[config.mk]
export PLATFORM = sky130hd
export DESIGN_NAME = oam_dma_bridge_flat
export DESIGN_NICKNAME = d
export VERILOG_FILES = /design/src/rtl/oam_dma_bridge_pkg.sv /design/src/rtl/oam_dma_bridge_if.sv /design/src/rtl/oam_dma_bridge_engine.sv /design/src/rtl/oam_dma_bridge.sv /design/src/flat_wrapper.sv
export SDC_FILE = /design/constraint.sdc
export NUM_CORES = 1
export LEC_CHECK = 0
export CAP_MARGIN = 10
export CELL_PAD_IN_SITES_DETAIL_PLACEMENT = 0
export CELL_PAD_IN_SITES_GLOBAL_PLACEMENT = 1
export CORE_ASPECT_RATIO = 1.25
export CORE_MARGIN = 4
export CORE_UTILIZATION = 30
export CTS_BUF_LIST = sky130_fd_sc_hd__clkbuf_4 sky130_fd_sc_hd__clkbuf_8
export DETAILED_ROUTE_END_ITERATION = 10
export PLACE_DENSITY_LB_ADDON = 0.1
export SYNTH_ARGS = -nofsm -noshare
export SYNTH_HDL_FRONTEND = slang
export SYNTH_SLANG_ARGS = --single-unit
[constraint.sdc]
create_clock -name clock -period 2 [get_ports clock]
set_input_delay 0.2 -clock clock [delete_from_list [all_inputs] [get_ports clock]]
set_output_delay 0.2 -clock clock [all_outputs]
set_load 0.02 [all_outputs]
[src/rtl/oam_dma_bridge_pkg.sv]
// Shared definitions for the core/memory bus bridge and its OAM DMA engine.
//   bridge_state_t : state encoding of the DMA engine (exported for debug)
//   GB_*           : address map constants and transfer defaults
//   echo_fold()    : maps a DMA source page onto the memory it really reads
package gb_bus_pkg;

    typedef enum logic [1:0] {
        ST_IDLE  = 2'd0,
        ST_START = 2'd1,
        ST_RD    = 2'd2,
        ST_WR    = 2'd3
    } bridge_state_t;

    localparam logic [15:0] GB_DMA_REG_ADDR = 16'hFF46;
    localparam logic [15:0] GB_OAM_BASE     = 16'hFE00;
    localparam logic [15:0] GB_HRAM_LO      = 16'hFF80;
    localparam logic [15:0] GB_HRAM_HI      = 16'hFFFE;
    localparam logic [7:0]  GB_OPEN_BUS     = 8'hFF;
    localparam int unsigned GB_DMA_LENGTH   = 160;

    // Pages E0..FF alias work RAM (echo region), so the source page drops by 0x20.
    function automatic logic [7:0] echo_fold(input logic [7:0] page);
        return (page < 8'hE0) ? page : page - 8'h20;
    endfunction

endpackage

[src/rtl/oam_dma_bridge_if.sv]
// Bus bundle between the core, the bridge and the memory slaves.
//   cpu_* : core side (address, write data, active-low strobes, read data back)
//   mem_* : memory side (address, write data, active-low strobes, read data in)
// Strobe semantics: a cycle with *_nread low is a read whose data is valid by the
// end of that same cycle; a cycle with *_nwrite low commits write data at the
// rising edge closing the cycle. Both strobes high means no access. There is no
// wait state: every strobed cycle completes in exactly one clock.
// master = core + memory model (drives cpu_* requests and mem_rdata),
// slave  = bridge.
interface oam_dma_bridge_if;
    logic [15:0] cpu_address;
    logic [7:0]  cpu_wdata;
    logic [7:0]  cpu_rdata;
    logic        cpu_nread;
    logic        cpu_nwrite;
    logic [15:0] mem_address;
    logic [7:0]  mem_wdata;
    logic [7:0]  mem_rdata;
    logic        mem_nread;
    logic        mem_nwrite;

    modport master (
        output cpu_address, cpu_wdata, cpu_nread, cpu_nwrite, mem_rdata,
        input  cpu_rdata, mem_address, mem_wdata, mem_nread, mem_nwrite
    );

    modport slave (
        input  cpu_address, cpu_wdata, cpu_nread, cpu_nwrite, mem_rdata,
        output cpu_rdata, mem_address, mem_wdata, mem_nread, mem_nwrite
    );
endinterface

[src/rtl/oam_dma_bridge_engine.sv]
// OAM DMA engine: state machine, byte index and read/write byte latch.
//   clock, reset       : clock, asynchronous active-low reset
//   start              : load pulse (FF46 write); (re)starts a transfer
//   stall              : core owns the bus this cycle; hold everything
//   src_hi             : source page (already echo folded)
//   mem_rdata          : memory read data, latched at the end of an RD cycle
//   req_*              : bus request the engine wants driven this cycle
//   dma_active         : transfer in progress (START, RD or WR)
//   state              : current state, exported for debug/checkers
module oam_dma_engine import gb_bus_pkg::*; #(
    parameter int unsigned DMA_LENGTH = GB_DMA_LENGTH,
    parameter logic [15:0] DST_BASE   = GB_OAM_BASE
) (
    input  logic          clock,
    input  logic          reset,
    input  logic          start,
    input  logic          stall,
    input  logic [7:0]    src_hi,
    input  logic [7:0]    mem_rdata,
    output logic [15:0]   req_address,
    output logic [7:0]    req_wdata,
    output logic          req_nread,
    output logic          req_nwrite,
    output logic          dma_active,
    output bridge_state_t state
);

    localparam logic [7:0] LAST_INDEX = 8'(DMA_LENGTH - 1);

    logic [7:0] index;
    logic [7:0] latch;

    // A start pulse wins over everything else, so a restart from any state
    // lands in START with the index cleared; OAM bytes already written stay.
    always_ff @(posedge clock or negedge reset) begin
        if (!reset) begin
            state      <= ST_IDLE;
            index      <= 8'd0;
            latch      <= 8'd0;
            dma_active <= 1'b0;
        end else if (start) begin
            state      <= ST_START;
            index      <= 8'd0;
            dma_active <= 1'b1;
        end else begin
            case (state)
                ST_IDLE: begin
                    state <= ST_IDLE;
                end
                ST_START: begin
                    state <= ST_RD;
                    index <= 8'd0;
                end
                ST_RD: begin
                    if (!stall) begin
                        latch <= mem_rdata;
                        state <= ST_WR;
                    end
                end
                ST_WR: begin
                    if (!stall) begin
                        index <= index + 8'd1;
                        if (index == LAST_INDEX) begin
                            state      <= ST_IDLE;
                            dma_active <= 1'b0;
                        end else begin
                            state <= ST_RD;
                        end
                    end
                end
                default: begin
                    state <= ST_IDLE;
                end
            endcase
        end
    end

    // Request is a pure decode of registered state; the top decides whether
    // it actually reaches the bus (it does not while stalled).
    always_comb begin
        req_address = {src_hi, index};
        req_wdata   = latch;
        req_nread   = 1'b1;
        req_nwrite  = 1'b1;
        case (state)
            ST_RD: begin
                req_nread = 1'b0;
            end
            ST_WR: begin
                req_address = DST_BASE + {8'h00, index};
                req_nwrite  = 1'b0;
            end
            default: begin
                req_nread  = 1'b1;
                req_nwrite = 1'b1;
            end
        endcase
    end

endmodule

[src/rtl/oam_dma_bridge.sv]
// Bridge between the core memory port and the memory slaves, owning the OAM
// DMA register. Idle: core traffic passes straight through. While the DMA
// engine owns the bus, the core only reaches HRAM (which stalls the engine for
// that cycle); other core reads see open bus and other core writes are dropped.
//   clock, reset : clock, asynchronous active-low reset
//   bus          : slave side of the core/memory bus bundle
//   dma_active   : transfer in progress
//   dma_state    : engine state, exported for debug/checkers
module oam_dma_bridge import gb_bus_pkg::*; #(
    parameter logic [15:0] DMA_REG_ADDR = GB_DMA_REG_ADDR,
    parameter int unsigned DMA_LENGTH   = GB_DMA_LENGTH,
    parameter logic [15:0] DST_BASE     = GB_OAM_BASE,
    parameter logic [15:0] HRAM_LO      = GB_HRAM_LO,
    parameter logic [15:0] HRAM_HI      = GB_HRAM_HI
) (
    input  logic             clock,
    input  logic             reset,
    oam_dma_bridge_if.slave  bus,
    output logic             dma_active,
    output bridge_state_t    dma_state
);

    logic [7:0]  dma_reg;
    logic [7:0]  src_hi;
    logic        cpu_rd;
    logic        cpu_wr;
    logic        is_reg;
    logic        in_hram;
    logic        busy;
    logic        core_fwd;
    logic        stall;
    logic        reg_wr;
    logic [15:0] req_address;
    logic [7:0]  req_wdata;
    logic        req_nread;
    logic        req_nwrite;

    // Both core strobes low is illegal; it is resolved as a write.
    assign cpu_wr  = ~bus.cpu_nwrite;
    assign cpu_rd  = ~bus.cpu_nread & bus.cpu_nwrite;
    assign is_reg  = (bus.cpu_address == DMA_REG_ADDR);
    assign in_hram = (bus.cpu_address >= HRAM_LO) && (bus.cpu_address <= HRAM_HI);
    assign reg_wr  = cpu_wr & is_reg;
    assign src_hi  = echo_fold(dma_reg);

    // START still passes core traffic through; fencing applies only once the
    // engine actually drives the bus.
    assign busy     = (dma_state == ST_RD) || (dma_state == ST_WR);
    assign core_fwd = (cpu_rd | cpu_wr) & ~is_reg & (~busy | in_hram);
    assign stall    = busy & core_fwd;

    always_ff @(posedge clock or negedge reset) begin
        if (!reset) begin
            dma_reg <= 8'hFF;
        end else if (reg_wr) begin
            dma_reg <= bus.cpu_wdata;
        end
    end

    oam_dma_engine #(
        .DMA_LENGTH (DMA_LENGTH),
        .DST_BASE   (DST_BASE)
    ) u_engine (
        .clock       (clock),
        .reset       (reset),
        .start       (reg_wr),
        .stall       (stall),
        .src_hi      (src_hi),
        .mem_rdata   (bus.mem_rdata),
        .req_address (req_address),
        .req_wdata   (req_wdata),
        .req_nread   (req_nread),
        .req_nwrite  (req_nwrite),
        .dma_active  (dma_active),
        .state       (dma_state)
    );

    always_comb begin
        bus.mem_address = bus.cpu_address;
        bus.mem_wdata   = bus.cpu_wdata;
        bus.mem_nread   = 1'b1;
        bus.mem_nwrite  = 1'b1;
        bus.cpu_rdata   = bus.mem_rdata;

        if (core_fwd) begin
            bus.mem_nread  = ~cpu_rd;
            bus.mem_nwrite = ~cpu_wr;
        end else if (busy) begin
            bus.mem_address = req_address;
            bus.mem_wdata   = req_wdata;
            bus.mem_nread   = req_nread;
            bus.mem_nwrite  = req_nwrite;
        end

        if (is_reg) begin
            bus.cpu_rdata = dma_reg;
        end else if (busy && !in_hram) begin
            bus.cpu_rdata = GB_OPEN_BUS;
        end

        // No strobe may escape while reset is held, even if the core strobes.
        if (!reset) begin
            bus.mem_nread  = 1'b1;
            bus.mem_nwrite = 1'b1;
        end
    end

endmodule

[src/flat_wrapper.sv]
// flat-port wrapper written by rule: the top's interface ports become plain ports
module oam_dma_bridge_flat import gb_bus_pkg::*;
#(
    parameter logic [15:0] DMA_REG_ADDR = GB_DMA_REG_ADDR,
    parameter int unsigned DMA_LENGTH   = GB_DMA_LENGTH,
    parameter logic [15:0] DST_BASE     = GB_OAM_BASE,
    parameter logic [15:0] HRAM_LO      = GB_HRAM_LO,
    parameter logic [15:0] HRAM_HI      = GB_HRAM_HI
)
  (clock, reset, dma_active, dma_state, bus_cpu_address, bus_cpu_wdata, bus_cpu_nread, bus_cpu_nwrite, bus_mem_rdata, bus_cpu_rdata, bus_mem_address, bus_mem_wdata, bus_mem_nread, bus_mem_nwrite);
  oam_dma_bridge_if bus_i ();
  input  logic clock;
  input  logic reset;
  output logic dma_active;
  output bridge_state_t dma_state;
  input wire logic [$bits(bus_i.cpu_address)-1:0] bus_cpu_address;
  input wire logic [$bits(bus_i.cpu_wdata)-1:0] bus_cpu_wdata;
  input wire logic [$bits(bus_i.cpu_nread)-1:0] bus_cpu_nread;
  input wire logic [$bits(bus_i.cpu_nwrite)-1:0] bus_cpu_nwrite;
  input wire logic [$bits(bus_i.mem_rdata)-1:0] bus_mem_rdata;
  output wire logic [$bits(bus_i.cpu_rdata)-1:0] bus_cpu_rdata;
  output wire logic [$bits(bus_i.mem_address)-1:0] bus_mem_address;
  output wire logic [$bits(bus_i.mem_wdata)-1:0] bus_mem_wdata;
  output wire logic [$bits(bus_i.mem_nread)-1:0] bus_mem_nread;
  output wire logic [$bits(bus_i.mem_nwrite)-1:0] bus_mem_nwrite;
  assign bus_i.cpu_address = bus_cpu_address;
  assign bus_i.cpu_wdata = bus_cpu_wdata;
  assign bus_i.cpu_nread = bus_cpu_nread;
  assign bus_i.cpu_nwrite = bus_cpu_nwrite;
  assign bus_i.mem_rdata = bus_mem_rdata;
  assign bus_cpu_rdata = bus_i.cpu_rdata;
  assign bus_mem_address = bus_i.mem_address;
  assign bus_mem_wdata = bus_i.mem_wdata;
  assign bus_mem_nread = bus_i.mem_nread;
  assign bus_mem_nwrite = bus_i.mem_nwrite;
  oam_dma_bridge #(.DMA_REG_ADDR(DMA_REG_ADDR), .DMA_LENGTH(DMA_LENGTH), .DST_BASE(DST_BASE), .HRAM_LO(HRAM_LO), .HRAM_HI(HRAM_HI)) u_core (.clock(clock), .reset(reset), .bus(bus_i), .dma_active(dma_active), .dma_state(dma_state));
endmodule
==> flow_summary.toml, run 1 <==
[placed_design]
dp_hpwl_um = 4610
placed_area_um2 = 2950
port_buffers = 72
gp_congestion = 0.719
dpl.cell_count = 349

[worst_setup_path]
cp_max_fo = 5
worst_setup_path_end_kind = "output port"
cp.arrival_ns = 1.96
startpoint_type = "input pin"
worstSetupPathType = "in2out"
required_ns = 1.80

[floorplan]
die_height_um = 94.8
core_area_um2 = 5820
start_util = 0.311
fp.dieW_um = 77.5
fp.dieArea_um2 = 7350
rows = 31
io_pins = 73

[route]
wl_per_cell_um = 17.4
drt-total-wl_um = 6790
vias = 1994
antenna_left = 0
via_per_inst = 5.10
drc = 0
dr.pass1.iters = 4
drt_iter0_drc = 62

[clocking]
cts_tree = "done"
cts_buffers = 3
htree_levels = 1
cts_root_buffer = "clkbuf_8"
clock_latency_ns = 0.28
hold_buffers = 0
clk_pin_slew_ns = 0.10
clock-sinks = 27
cts_buffer_depth = 2

[synth]
synth-seq-area-share = 0.379
synth_edf_count = 0
netlist_instances = 185
synth_adder_area_share = 0.0138
async_flop_share = 1.00
ys_seq_elements = 27
synth_mux_area_frac = 0.197
yosys.area_share.simple = 0.151
synth_commonest_cells = "21 x mux2_2, 20 x nand2_1, 19 x dfrtp_1"
synth_top_area_share = 0.263
yosysTopAreaCell = "dfrtp_1"
synth_most_common_cell = "mux2_2"
syn-mean-instance-area_um2 = 9.78
synth_top_family_by_area = "compound AO/OA/AOI/OAI gates"
yosys_warnings = 0
ys_top_cells_by_area = "dfrtp_1 26%, mux2_2 13%, dfstp_2 12%"
synth_compound_area_frac = 0.213
yosysUniqueCellTypes = 41
netlist_area_um2 = 1810
synth_xor_area_frac = 0.00484
synth_flop_cell = "dfrtp_1"
synth_nets = 223

[final_layout]
multi_input_area_um2 = 1350
syn_to_final_growth_pct = 101
layout.cells.non_filler = 391
drive_above_1_share = 0.615
fill_cells = 492
nets = 364
insertedDiodeCount = 0
regArea_um2 = 687
post-route-cell-area_um2 = 3640
utilization = 0.626

[global_route]
grt_max_degree = 16
grt-ovfl-total = 0
track_usage = 0.178
antenna_found_initial = 0
grt_pass1_wl_um = 10400
grt_pass1_vias = 2119

[run]
drv_cap = 0

[outcome]
violations = "setup timing"
status = "finished with violations"

[sta]
hold_viol = 0
relSlewSlack = 0.686
setup_violations = 49
clock.fmax_ghz = 0.463
timing.hold.ws_ns = 0.382
fin_ws_ns = -0.158
finalCriticalPeriod_ns = 2.16
skew_ns = 0.00664
tns_ns = -3.86
grt_setup_unrepaired = "true"
period_share = 1.08
slew_violations = 0
tightest_slew_ns = 0.466

[power_and_ir_drop]
power.density_nw_per_um2 = 558
vdd_drop_max_uv = 264
leakagePower_uw = 0.00166

[hold_path]
hp-class = "in2async"
[layout make-up]
cell class / count / area share
Timing Repair Buffer: 144 / 0.395
Tap cell: 66 / 0.0227
Clock buffer: 3 / 0.0113
Clock inverter: 1 / 0.00137
Inverter: 9 / 0.00928
Sequential cell: 27 / 0.189
Multi-Input combinational cell: 141 / 0.371
[cells in the final DEF (no fill, tap or decap), types with 2 or more instances in the layout]
cell             count
o21ai_4              4
or3_1                3
a21oi_1              8
mux2_4              28
or4_4                2
dfstp_2              8
nor2_1              12
a21o_1               2
buf_8                3
o21ai_2              4
nor2_4               2
nand2_2              4
nand4b_1             2
o21ai_1              8
a22o_1               5
dfrtp_1             18
o21ai_0              5
buf_2                6
nand2_1             13
inv_1                9
ha_1                 2
nand4_1              2
buf_4               49
clkdlybuf4s50_1     22
clkbuf_8             3
clkbuf_2             3
nand3_1              5
buf_12               7
o22a_4               8
nand2_4              3
buf_6               53
[final timing paths]
| check | slack [ns] | start | endpoint | cells past startpoint |
|---|---|---|---|---|
| max | -0.16 | bus_cpu_address[1] | bus_mem_wdata[3] | 9 |
| max reg2reg | 0.23 | u_core.u_engine.index[0] | u_core.u_engine.state[1] | 6 |
| min in group clock | 0.47 | bus_cpu_wdata[6] | u_core.dma_reg[6] | 3 |
| min reg2reg | 0.49 | u_core.u_engine.dma_active | u_core.u_engine.dma_active | 1 |
| max in group asynchronous | 1.36 | reset | u_core.dma_reg[6] | 2 |
| min | 0.38 | reset | u_core.u_engine.req_wdata[0] | 2 |
[worst max-delay path, stage by stage]
cell and delay, ns:
buf_6 0.09, and3_4 0.17, a2111o_1 0.47, o21ai_4 0.24, buf_12 0.14, buf_12 0.10, buf_8 0.11, mux2_4 0.30
buf_6 0.13
[layer usage]
metal | global-route usage | share of wire | wire, um
met1 | 0.204 | 0.41 | 2780
met2 | 0.348 | 0.55 | 3720
met3 | 0.0296 | 0.037 | 253
met4 | 0.0326 | 0.0059 | 40
met5 | 0 | 0 | 0
[logic make-up (layout without fill, tap and decap cells)]
family,count (synthesis),in the layout
XOR/XNOR,1,1
multiplexers,29,29
buffers and inverters,17,157
AND/OR/NAND/NOR,54,54
AO/OA/AOI/OAI,55,55
adder cells (fa/ha/maj),2,2
flip-flops,27,27
[stage by stage]
stage	worst slack [ns]	total power [uW]
after floorplan	0.0147	1170
after global placement	-0.854	1600
after detailed placement	-0.872	1600
after CTS	-0.246	1940
after global routing	-0.206	2140
final	-0.158	2030
[power by group]
part | internal (uW) | switching [uW] | leakage (uW)
registers | 641 | 113 | 0.000311
clock network | 140 | 183 | 0.0000255
logic | 541 | 415 | 0.00132
total | 1320 | 711 | 0.00166
[timing repair]
action | 4_1_cts | 5_1_grt
gates cloned | 3 | 1
resized for setup | 297 | 74
setup endpoints to repair | 61 | 59
pin swaps | 12 | 17
buffers inserted | 28 | 8
endpoints found under the hold margin | 0 | 0
Power figures use the tool's default switching activity.
==> run 2, diff against run 1 <==
--- a/config.mk
+++ b/config.mk
@@ -10,10 +10,11 @@
 export CELL_PAD_IN_SITES_GLOBAL_PLACEMENT = 1
 export CORE_ASPECT_RATIO = 1.25
 export CORE_MARGIN = 4
-export CORE_UTILIZATION = 30
+export CORE_UTILIZATION = 31
 export CTS_BUF_LIST = sky130_fd_sc_hd__clkbuf_4 sky130_fd_sc_hd__clkbuf_8
 export DETAILED_ROUTE_END_ITERATION = 10
 export PLACE_DENSITY_LB_ADDON = 0.1
 export SYNTH_ARGS = -nofsm -noshare
 export SYNTH_HDL_FRONTEND = slang
+export SYNTH_HIERARCHICAL = 1
 export SYNTH_SLANG_ARGS = --single-unit
==> flow_summary.toml, run 2 <==
[outcome]
status = "finished with violations"
violations = "setup timing"

[global_route]
grt.met3_usage = 0.0406
grt_max_degree = 28
antenna_found_initial = 0
grt_pass1_wl_um = 10400
track_usage = 0.178
grt_use_met1 = 0.219
grt_pass1_vias = 2013
grt_busiest_layer = "met2"
use_met2 = 0.321
grt-ovfl-total = 0

[clocking]
cts_tree = "done"
clock-sinks = 27
clock_latency_ns = 0.29
htree_levels = 1
cts_buffer_depth = 2
cts_root_buffer = "clkbuf_8"
cts_buffers = 3
clk_pin_slew_ns = 0.12

[synth]
netlist_instances = 170
netlist_area_um2 = 1890
ys_seq_elements = 27
synth_nets = 208
synth_commonest_cells = "32 x mux2_2, 19 x dfrtp_1, 9 x nand2b_1"
synth_top_area_share = 0.252
synth_edf_count = 0
yosysTopAreaCell = "dfrtp_1"
synth_most_common_cell = "mux2_2"
syn-mean-instance-area_um2 = 11.1
yosys_warnings = 6
synth_flop_cell = "dfrtp_1"
ys_top_cells_by_area = "dfrtp_1 25%, mux2_2 19%, dfstp_2 11%"
synth-seq-area-share = 0.363
yosysUniqueCellTypes = 52
async_flop_share = 1.00

[floorplan]
die_height_um = 95.3
fp.dieArea_um2 = 7410
core_area_um2 = 5860
start_util = 0.322
fp.dieW_um = 77.8
io_pins = 73
rows = 31

[final_layout]
insertedDiodeCount = 0
mostFrequentLayoutCell = "buf_4"
drive_above_1_share = 0.629
nets = 338
final_cell_mix = "46 x buf_4, 25 x buf_6, 23 x mux2_2"
syn_to_final_growth_pct = 77.0
fill_cells = 530
layout.cells.non_filler = 381

[sta]
skew_ns = 0.0226
hold_viol = 0
tightest_slew_ns = 0.369
fin_ws_ns = -0.259
relSlewSlack = 0.754
clock.fmax_ghz = 0.443
slew_violations = 0
timing.hold.ws_ns = 0.516
period_share = 1.13
grt_setup_unrepaired = "true"
setup_violations = 61
finalCriticalPeriod_ns = 2.26

[placed_design]
dpl.cell_count = 357
dp_hpwl_um = 4570
gp_congestion = 0.721
port_buffers = 72
preCtsSetupSlack_ns = -1.05

[worst_setup_path]
worst_setup_path_end_kind = "output port"
worstSetupPathType = "in2out"
required_ns = 1.80
path_delay_family = "simple AND/OR/NAND/NOR gates"
worst-path-buf-inv = 2
cp_max_fo = 4
crit_chain = "buf_6 > or4_4 > or4_4 > nor3b_2 > o41a_1 > buf_6"
cp.arrival_ns = 2.06
startpoint_type = "input pin"
cpMaxStageDelayCell = "or4_4"
max_stage_delay_ns = 0.58

[power_and_ir_drop]
power.density_nw_per_um2 = 570
power_uw = 1900
vdd_drop_max_uv = 313
leakagePower_uw = 0.00145

[route]
via_per_inst = 4.96
wl_per_cell_um = 17.4
drt-total-wl_um = 6640
drt_iter0_drc = 74
drc = 0
dr.pass1.iters = 5
vias = 1888
antenna_left = 0

[hold_path]
hp-class = "in2async"

[run]
drv_cap = 0
[run 2: kinds of logic after synthesis]
kind of cell,after synthesis,synth area share
AOI/OAI and AO/OA,39,0.167
xor gates and xnor gates,1,0.00464
adders and majority gates,2,0.0133
buffers and inverters,13,0.0318
DFF,27,0.363
muxes,41,0.244
and+or+nand+nor,47,0.176
[run 2: final timing paths]
kind | startpoint | end | slack, ns | depth (start not counted)
worst max-delay path | bus_cpu_address[7] | bus_mem_nread | -0.26 | 6
worst min-delay path | reset | u_core/u_engine/req_wdata[2] | 0.52 | 3
worst max register to register | u_core/u_engine/state[1] | u_core/u_engine/index[4] | 0.03 | 8
worst min register to register | u_core/u_engine/req_wdata[0] | u_core/u_engine/req_wdata[0] | 0.52 | 1
max in group asynchronous | reset | u_core/dma_reg[0] | 1.15 | 3
min in group clock | u_core/u_engine/req_wdata[0] | u_core/u_engine/req_wdata[0] | 0.52 | 1
[run 2: layout make-up]
| type | count | area (um2) | area share |
|---|---|---|---|
| well taps | 82 | 103 | 0.0307 |
| multi-input cells | 131 | 1340 | 0.401 |
| flip-flops and latches | 27 | 686 | 0.205 |
| inverters | 8 | 30.0 | 0.00899 |
| clock inverters | 1 | 7.51 | 0.00225 |
| repair buffers | 129 | 1140 | 0.340 |
| clock buffers | 3 | 41.3 | 0.0124 |
[run 2: stage by stage]
step	TNS (ns)	util	area, um2
finish	-8.00	0.571	3340
global route	-10.25	0.571	3340
CTS	-7.74	0.545	3190
detailed placement	-50.85	0.517	3030
global placement	-50.56	0.517	3030
floorplan	-6.81	-	1920
[run 2: repair_timing]
item,in CTS,in global routing
endpoints found under the hold margin,0,0
hold buffers,0,0
buffers inserted,9,8
cloned,3,0
pin swaps,13,16
setup endpoints to repair,61,61
resized for setup,216,47
[run 2: metal layers]
layer	wire, um	vias to the layer above
met5	0	-
met4	43	0
met3	431	4
met2	3360	72
met1	2800	892
li1	-	920
[run 2: power breakdown]
group          switching [uW]  total (uW)  internal (uW)  leakage [uW]
sequential                134         768            634      0.000310
combinational             378         798            420       0.00112
clock                     196         338            142     0.0000217
total                     709        1900           1200       0.00145
[run 2: tightest hold or removal path, delay by kind of cell]
kind     cells  cell delay [ns]
buf+inv      3             1.03
